$ cat config.mk
export PLATFORM = sky130hd
export DESIGN_NAME = dmem_port_arbiter
export DESIGN_NICKNAME = d
export VERILOG_FILES = /design/src/rtl/smu_rv32i_pkg.sv /design/src/rtl/dmem_port_arbiter.sv
export SDC_FILE = /design/constraint.sdc
export NUM_CORES = 1
export LEC_CHECK = 0
export ABC_AREA = 1
export BUFFER_PORTS_ARGS = -buffer_cell sky130_fd_sc_hd__buf_2
export CORE_AREA = 2 2 113 115
export DETAILED_ROUTE_END_ITERATION = 6
export DIE_AREA = 0 0 115 117
export SETUP_SLACK_MARGIN = 0.5
export SYNTH_ARGS = -nofsm -noshare
export SYNTH_HDL_FRONTEND = slang
export SYNTH_SLANG_ARGS = --single-unit
$ cat constraint.sdc
create_clock -name clk -period 2.3 [get_ports clk]
set_input_delay 0.115 -clock clk [delete_from_list [all_inputs] [get_ports clk]]
set_output_delay 0.115 -clock clk [all_outputs]
set_load 0.02 [all_outputs]
$ cat src/rtl/smu_rv32i_pkg.sv
// Shared types and defaults for the smu_rv32i data-memory subsystem.
package smu_rv32i_pkg;

    localparam int unsigned SMU_MAX_BURST = 4;

    typedef enum logic [1:0] {
        ST_IDLE = 2'd0,
        ST_OWN0 = 2'd1,
        ST_OWN1 = 2'd2
    } arb_state_e;

    // Advance a burst count by one access, holding at the 4-bit ceiling.
    function automatic logic [3:0] burst_step(input logic [3:0] cnt, input logic hit);
        logic [3:0] nxt;
        if (!hit) begin
            nxt = cnt;
        end else if (cnt == 4'hF) begin
            nxt = cnt;
        end else begin
            nxt = cnt + 4'd1;
        end
        return nxt;
    endfunction

endpackage

$ cat src/rtl/dmem_port_arbiter.sv
// Two-master arbiter for one single-ported data memory (CPU data port vs loader/debug).
// Optional round-robin tie-break and burst-cap handoff: define DMEM_ARB_RR_EN.
module dmem_port_arbiter
    import smu_rv32i_pkg::*;
#(
    parameter int unsigned AWIDTH    = 12,
    parameter int unsigned DWIDTH    = 32,
    parameter int unsigned MAX_BURST = SMU_MAX_BURST
) (
    input  logic              clk,
    input  logic              n_rst,
    input  logic              m0_req,
    input  logic              m0_we,
    input  logic [31:0]       m0_addr,
    input  logic [DWIDTH-1:0] m0_wdata,
    input  logic [3:0]        m0_be,
    output logic              m0_gnt,
    output logic [DWIDTH-1:0] m0_rdata,
    output logic              m0_rvalid,
    input  logic              m1_req,
    input  logic              m1_we,
    input  logic [31:0]       m1_addr,
    input  logic [DWIDTH-1:0] m1_wdata,
    input  logic [3:0]        m1_be,
    output logic              m1_gnt,
    output logic [DWIDTH-1:0] m1_rdata,
    output logic              m1_rvalid,
    output logic [AWIDTH-1:0] mem_addr,
    output logic [DWIDTH-1:0] mem_wdata,
    output logic [3:0]        mem_be,
    output logic              mem_wen,
    input  logic [DWIDTH-1:0] mem_rdata
);

    localparam logic [3:0] BURST_CAP = 4'(MAX_BURST);

    arb_state_e        state_q, state_d;
    arb_state_e        tie_win_s;
    logic [3:0]        burst_q, burst_d;
    logic [3:0]        burst_inc_s;
    logic              cap_hit_s;
    logic              own0_s, own1_s;
    logic              acc0_s, acc1_s, acc_s;
    logic              rd0_s, rd1_s;
    logic              rvalid0_q, rvalid0_d;
    logic              rvalid1_q, rvalid1_d;
    logic [DWIDTH-1:0] rdata0_q, rdata0_d;
    logic [DWIDTH-1:0] rdata1_q, rdata1_d;
    logic              unused_addr_s;

    // Only word-address bits reach the memory; the rest are intentionally dropped.
    assign unused_addr_s = ^{m0_addr, m1_addr};

    // Ownership decode and per-cycle access qualification; n_rst kills an access at once.
    always_comb begin
        own0_s = (state_q == ST_OWN0);
        own1_s = (state_q == ST_OWN1);
        acc0_s = own0_s & m0_req & n_rst;
        acc1_s = own1_s & m1_req & n_rst;
        acc_s  = acc0_s | acc1_s;
        rd0_s  = acc0_s & ~m0_we;
        rd1_s  = acc1_s & ~m1_we;
    end

    assign m0_gnt    = own0_s;
    assign m1_gnt    = own1_s;
    assign m0_rvalid = rvalid0_q;
    assign m1_rvalid = rvalid1_q;
    assign m0_rdata  = rdata0_q;
    assign m1_rdata  = rdata1_q;

    // Memory port mux: owner's payload during an access, all-zero otherwise.
    always_comb begin
        mem_addr  = {AWIDTH{1'b0}};
        mem_wdata = {DWIDTH{1'b0}};
        mem_be    = 4'b0000;
        mem_wen   = 1'b0;
        if (acc0_s) begin
            mem_addr  = m0_addr[AWIDTH+1:2];
            mem_wdata = m0_wdata;
            mem_be    = m0_be;
            mem_wen   = m0_we;
        end else if (acc1_s) begin
            mem_addr  = m1_addr[AWIDTH+1:2];
            mem_wdata = m1_wdata;
            mem_be    = m1_be;
            mem_wen   = m1_we;
        end else begin
            mem_addr  = {AWIDTH{1'b0}};
            mem_wdata = {DWIDTH{1'b0}};
            mem_be    = 4'b0000;
            mem_wen   = 1'b0;
        end
    end

`ifdef DMEM_ARB_RR_EN
    // Last-owner flag: 1 means master 0 owned last, so the next tie favours master 1.
    logic last_m0_q, last_m0_d;

    assign tie_win_s = last_m0_q ? ST_OWN1 : ST_OWN0;

    // Record whichever master is about to take the port.
    always_comb begin
        if (state_d == ST_OWN0) begin
            last_m0_d = 1'b1;
        end else if (state_d == ST_OWN1) begin
            last_m0_d = 1'b0;
        end else begin
            last_m0_d = last_m0_q;
        end
    end

    // Last-owner register.
    always_ff @(posedge clk or negedge n_rst) begin
        if (!n_rst) begin
            last_m0_q <= 1'b1;
        end else begin
            last_m0_q <= last_m0_d;
        end
    end
`else
    assign tie_win_s = ST_OWN0;
`endif

    // Arbitration next-state and burst counter.
    always_comb begin
        state_d     = state_q;
        burst_d     = burst_q;
        burst_inc_s = burst_step(burst_q, acc_s);
        cap_hit_s   = (burst_inc_s >= BURST_CAP);
        case (state_q)
            ST_IDLE: begin
                burst_d = 4'd0;
                if (m0_req && m1_req) begin
                    state_d = tie_win_s;
                end else if (m0_req) begin
                    state_d = ST_OWN0;
                end else if (m1_req) begin
                    state_d = ST_OWN1;
                end else begin
                    state_d = ST_IDLE;
                end
            end
            ST_OWN0: begin
                if (!m0_req) begin
                    burst_d = 4'd0;
                    state_d = m1_req ? ST_OWN1 : ST_IDLE;
                end else if (cap_hit_s && m1_req) begin
                    burst_d = 4'd0;
                    state_d = ST_OWN1;
                end else begin
                    burst_d = burst_inc_s;
                    state_d = ST_OWN0;
                end
            end
            ST_OWN1: begin
                if (!m1_req) begin
                    burst_d = 4'd0;
                    state_d = m0_req ? ST_OWN0 : ST_IDLE;
                end else if (cap_hit_s && m0_req) begin
                    burst_d = 4'd0;
                    state_d = ST_OWN0;
                end else begin
                    burst_d = burst_inc_s;
                    state_d = ST_OWN1;
                end
            end
            default: begin
                burst_d = 4'd0;
                state_d = ST_IDLE;
            end
        endcase
    end

    // Read return: capture memory data on a read access, hold it until that master reads again.
    always_comb begin
        rvalid0_d = rd0_s;
        rvalid1_d = rd1_s;
        if (rd0_s) begin
            rdata0_d = mem_rdata;
        end else begin
            rdata0_d = rdata0_q;
        end
        if (rd1_s) begin
            rdata1_d = mem_rdata;
        end else begin
            rdata1_d = rdata1_q;
        end
    end

    // State, burst and read-return registers.
    always_ff @(posedge clk or negedge n_rst) begin
        if (!n_rst) begin
            state_q   <= ST_IDLE;
            burst_q   <= 4'd0;
            rvalid0_q <= 1'b0;
            rvalid1_q <= 1'b0;
            rdata0_q  <= {DWIDTH{1'b0}};
            rdata1_q  <= {DWIDTH{1'b0}};
        end else begin
            state_q   <= state_d;
            burst_q   <= burst_d;
            rvalid0_q <= rvalid0_d;
            rvalid1_q <= rvalid1_d;
            rdata0_q  <= rdata0_d;
            rdata1_q  <= rdata1_d;
        end
    end

endmodule

Yosys cells after proc, flatten, opt, wreduce, memory -nomap -nowiden --
Index checks and enable logic that the tools add are counted.
Operators by class: $add $sub $neg 1, order comparisons 1, equal/unequal tests 3, muxes and demuxes 24, bitwise operators 9, reductions and logical operators 4
Operator list (count):
- $mux W32 | 2
- $mux W4 | 8
- $mux W12 | 2
- $mux W2 | 7
- $pmux W4 S2 | 1
- $and A1 B1 Y1 | 6
- $pmux W2 S3 | 1
- $add A4 B1 Y4 const B | 1
- $eq A4 B4 Y1 const B | 1
- $ge A4 B3 Y1 const B | 1
- $logic_and A1 B1 Y1 | 3
- $mux W1 | 3
- $eq A2 B1 Y1 const B | 1
- $eq A2 B2 Y1 const B | 1
- $logic_not A2 Y1 | 1
- $not A1 Y1 | 2
- $or A1 B1 Y1 | 1
Storage, ports and cells: bits in registers 72, output and inout bits 117

Depth between registers and ports, before layout --
depth in word-level cells 10, gate-level depth with buffers 13, depth with buffers taken out 13

Worst setup path after synthesis --
OpenSTA, ideal clock, no wires.
kind register -> output, from register state_q[0], to output port mem_be[0], data arrival time 1.775 ns, setup slack 0.410 ns, cell stages (with the launch flop) 7, buffers on the path 2, path through dfrtp_1 -> ha_1 -> nand2_1 -> buf_2 -> buf_2 -> nand2_1 -> o21ai_0
RTL lines:
- start: declaration | line dmem_port_arbiter.sv:37 | arb_state_e state_q, state_d;
- start signal: assignment | line dmem_port_arbiter.sv:201 | state_q <= state_d;
- $eq A2 B1 Y1 | line dmem_port_arbiter.sv:56 | own0_s = (state_q == ST_OWN0);
- via m0_gnt | line dmem_port_arbiter.sv:17 | output logic m0_gnt,
- $and A1 B1 Y1 (2 in a row) | line dmem_port_arbiter.sv:58 | acc0_s = own0_s & m0_req & n_rst;
- $mux W4 | line dmem_port_arbiter.sv:78 | if (acc0_s) begin
- end: declaration | line dmem_port_arbiter.sv:30 | output logic [3:0] mem_be,
The timed path passes the listed nets, and every way through them passes these cells.

Final worst setup path --
from register state_q[0], to output port mem_wdata[4]
On the way: word-level cells in the longest chain between the ends 5
RTL lines:
- $eq A2 B2 Y1 | line dmem_port_arbiter.sv:57 | own1_s = (state_q == ST_OWN1);
- $and A1 B1 Y1 (2 in a row) | line dmem_port_arbiter.sv:59 | acc1_s = own1_s & m1_req & n_rst;
- $mux W32 | line dmem_port_arbiter.sv:83 | end else if (acc1_s) begin
- $mux W32 * | line dmem_port_arbiter.sv:78
- end: declaration | line dmem_port_arbiter.sv:29 | output logic [DWIDTH-1:0] mem_wdata,
Every way passes the cells marked *; elsewhere a longest branch is shown, timed or not.

==> flow_metrics.env <==
export IMPL_outcome="completed"
export IMPL_synth_area_leaders="dfrtp_1 50%, nand2_1 19%, o21ai_0 11%"
export IMPL_timing_final_ws_setup_ns=0.414
export IMPL_drtAntennaViolNets=0
export IMPL_wl_per_cell_um=16.5
export IMPL_synth_most_common_cell="nand2_1"
export IMPL_antenna_found_initial=0
export IMPL_rr_endpoint="m1_rdata[26]$_DFFE_PN0P_"
export IMPL_netlist_area_um2=3620
export IMPL_grt_pass1_vias=3821
export IMPL_ys_async_sr_fraction_pct=100
export IMPL_power_density_nw_per_um2=1050
export IMPL_track_usage_pct=18.2
export IMPL_combPwrFrac_pct=50.2
export IMPL_tns_ns=0
export IMPL_ys_ff_latch=72
export IMPL_whs_ns=0.0441
export IMPL_drt_iter0_drc=250
export IMPL_maxCapViolCount=0
export IMPL_synth_top_cell_area_share_pct=49.7
export IMPL_portBuffers=250
export IMPL_fin_cells=909
export IMPL_critPathLaunchType="flip-flop"
export IMPL_p_sw_uw=2880
export IMPL_grt_max_degree=71
export IMPL_max_clock_freq_mhz=530
export IMPL_area_delta_synth_final_pct=80.6
export IMPL_ys_warnings_count=0
export IMPL_maxSlewHeadroom_pct=40.5
export IMPL_ys_types=21
export IMPL_hold_class="input port to flip-flop"
export IMPL_hold_path_end="m1_rdata[18]$_DFFE_PN0P_"
export IMPL_setup_violations=0
export IMPL_setup_worst_path_class="flip-flop to output port"
export IMPL_placed_cells=853
export IMPL_final_hold_viol_count=0
export IMPL_switching_share_pct=41.8
export IMPL_rows=41
export IMPL_clock_path_buffers=2
export IMPL_totalWireLength_mm=15.0
export IMPL_worstHoldStart="mem_rdata[18]"
export IMPL_met3_usage_pct=6.08
export IMPL_post_route_cells_drive_above_1_share_pct=51.0
export IMPL_cts_root_buf="clkbuf_16"
export IMPL_cts_tree="built"
export IMPL_drt_pass1_iter_count=4
export IMPL_slew_violations=0
export IMPL_synth_commonest_cells="180 x nand2_1, 80 x o21ai_0, 72 x dfrtp_1, 44 x inv_1, 34 x o21ai_1"
export IMPL_hold_path_depth=3
export IMPL_yosysSeqAreaShare_pct=49.7
export IMPL_clk_pin_slew_ns=0.06
export IMPL_dieArea_um2=13500
export IMPL_viasPerCell=4.70
export IMPL_synth_edf_count=0
export IMPL_ys_flop_type="dfrtp_1"
export IMPL_vias=4268
export IMPL_drc=0
export IMPL_p_clk_share_pct=19.7
export IMPL_required_ns=2.18
export IMPL_period_minus_slack_ns=1.89
export IMPL_overflow=0
export IMPL_worstPathMaxFanout=13
export IMPL_seqPwrFrac_pct=30.0
export IMPL_vdd_drop_max_mv=0.683
export IMPL_coreArea_um2=12300
export IMPL_reg2reg_depth=11
export IMPL_antenna_cells=0
export IMPL_avgSynthCellArea_um2=7.64
export IMPL_pre_cts_ws_ns=0.243
export IMPL_endpoint_kind="output port"
export IMPL_tightestPinTransition_ns=0.893
export IMPL_grtUsageMet2_pct=31.9
export IMPL_finClkSkew_ns=0.00496
export IMPL_dieHeight_um=117
export IMPL_clk_latency_ns=0.32
export IMPL_gp_congestion=0.750
export IMPL_dpl_hpwl_mm=8.87
export IMPL_cts_buffers=9
export IMPL_io_pins=291
export IMPL_netlist_instances=474
export IMPL_post_route_period_util_pct=82.0
export IMPL_power_leakage_uw=0.00356
export IMPL_die_w_um=115
export IMPL_rsz0062_at_grt="yes"
export IMPL_start_util_pct=29.4
export IMPL_fin_total_pwr_uw=6900
export IMPL_r2r_start="state_q[0]$_DFF_PN0_"
export IMPL_cts_htree_levels=3
export IMPL_synth_top_area_cell="dfrtp_1"
export IMPL_worstPathArrival_ns=1.77
export IMPL_syn_nets=653
export IMPL_met1_usage_pct=21.3
export IMPL_internal_power_uw=4020
export IMPL_nNetsFinal=933
export IMPL_r2r_slack_ns=0.52
export IMPL_grt_pass1_wl_mm=18.9
export IMPL_top_usage_layer="met2"
export IMPL_cts_sinks=72
-- timing repair --
action,in CTS,in global routing
setup buffers,12,12
hold endpoints to repair,4,0
setup endpoints to repair,116,84
pin swaps,6,16
resized for setup,71,159
hold buffers,3,0
cloned,6,7
-- cell usage in the layout (no fill, tap or decap), drive strengths merged --
cell,count
a21oi,3
buf,288
bufinv,1
clkbuf,15
clkinv,1
clkinvlp,2
dfrtp,72
dlygate4sd3,3
ha,5
inv,48
mux2i,1
nand2,186
nand3,11
nor2,8
o21ai,114
xor2,1
-- kinds of logic (layout without fill, tap and decap cells) --
kind of cell | Yosys count | count (layout) | share of synthesized area (%)
AND/OR/NAND/NOR | 204 | 205 | 22.8
buffers and inverters | 74 | 358 | 9.08
adder cells (fa/ha/maj) | 5 | 5 | 1.73
multiplexers | 1 | 1 | 0.276
XOR/XNOR | 1 | 1 | 0.242
flip-flops | 72 | 72 | 49.7
AO/OA/AOI/OAI | 117 | 117 | 16.2
-- layout make-up --
class,count,area (µm²)
fill,1109,5770
timing repair buffer,294,2130
multi-input combinational,329,1910
sequential,72,1800
clock buffer,12,236
inverter,46,193
tap,150,188
clock inverter,4,53.8
timing repair inverter,2,28.8
-- flip-flops by register name (all words and copies together), names as in the netlist --
signal / flops
state_q: 2
burst_q: 4
m1_rvalid: 1
m0_rvalid: 1
m0_rdata: 32
m1_rdata: 32
-- per-layer routing --
metal  routed length (µm)  share of wire (%)  vias to the layer above
li1                     -                  -                     2062
met1                 5850                 39                     1972
met2                 7470                 50                      209
met3                 1280                8.5                       25
met4                  367                2.5                        0
met5                    0                  0                        -
-- power by group through the flow --
stage	logic, µW	registers (µW)	clock network [µW]
final	3460	2070	1360
after global routing	3730	2130	1470
after CTS	3040	2070	1400
after detailed placement	2660	2070	0
after global placement	2610	2050	0
after floorplan	986	2690	0
-- how the worst max path moves through the flow --
stage                         startpoint              endpoint  depth (start not counted)
finish              state_q[0]$_DFF_PN0_          mem_wdata[4]                          7
global route        state_q[0]$_DFF_PN0_          mem_wdata[1]                          7
CTS                 state_q[0]$_DFF_PN0_         mem_wdata[25]                          7
detailed placement  state_q[0]$_DFF_PN0_  burst_q[1]$_DFF_PN0_                         13
global placement    state_q[0]$_DFF_PN0_  burst_q[0]$_DFF_PN0_                         13
floorplan           state_q[0]$_DFF_PN0_          mem_addr[10]                          5
-- metrics by stage --
stage	util (%)	area (µm²)
after CTS	47.2	5820
final	53.1	6540
after global placement	40.5	4990
after floorplan	-	3620
after detailed placement	40.5	4990
after global routing	53.1	6540
-- worst max-delay path, stage by stage, from the launching register on --
cell     delay [ns]
dfrtp_1        0.43
inv_2          0.10
ha_4           0.15
nand3_4        0.13
buf_6          0.15
buf_12         0.15
o21ai_1        0.17
buf_4          0.17
Power figures use the tool's default switching activity.
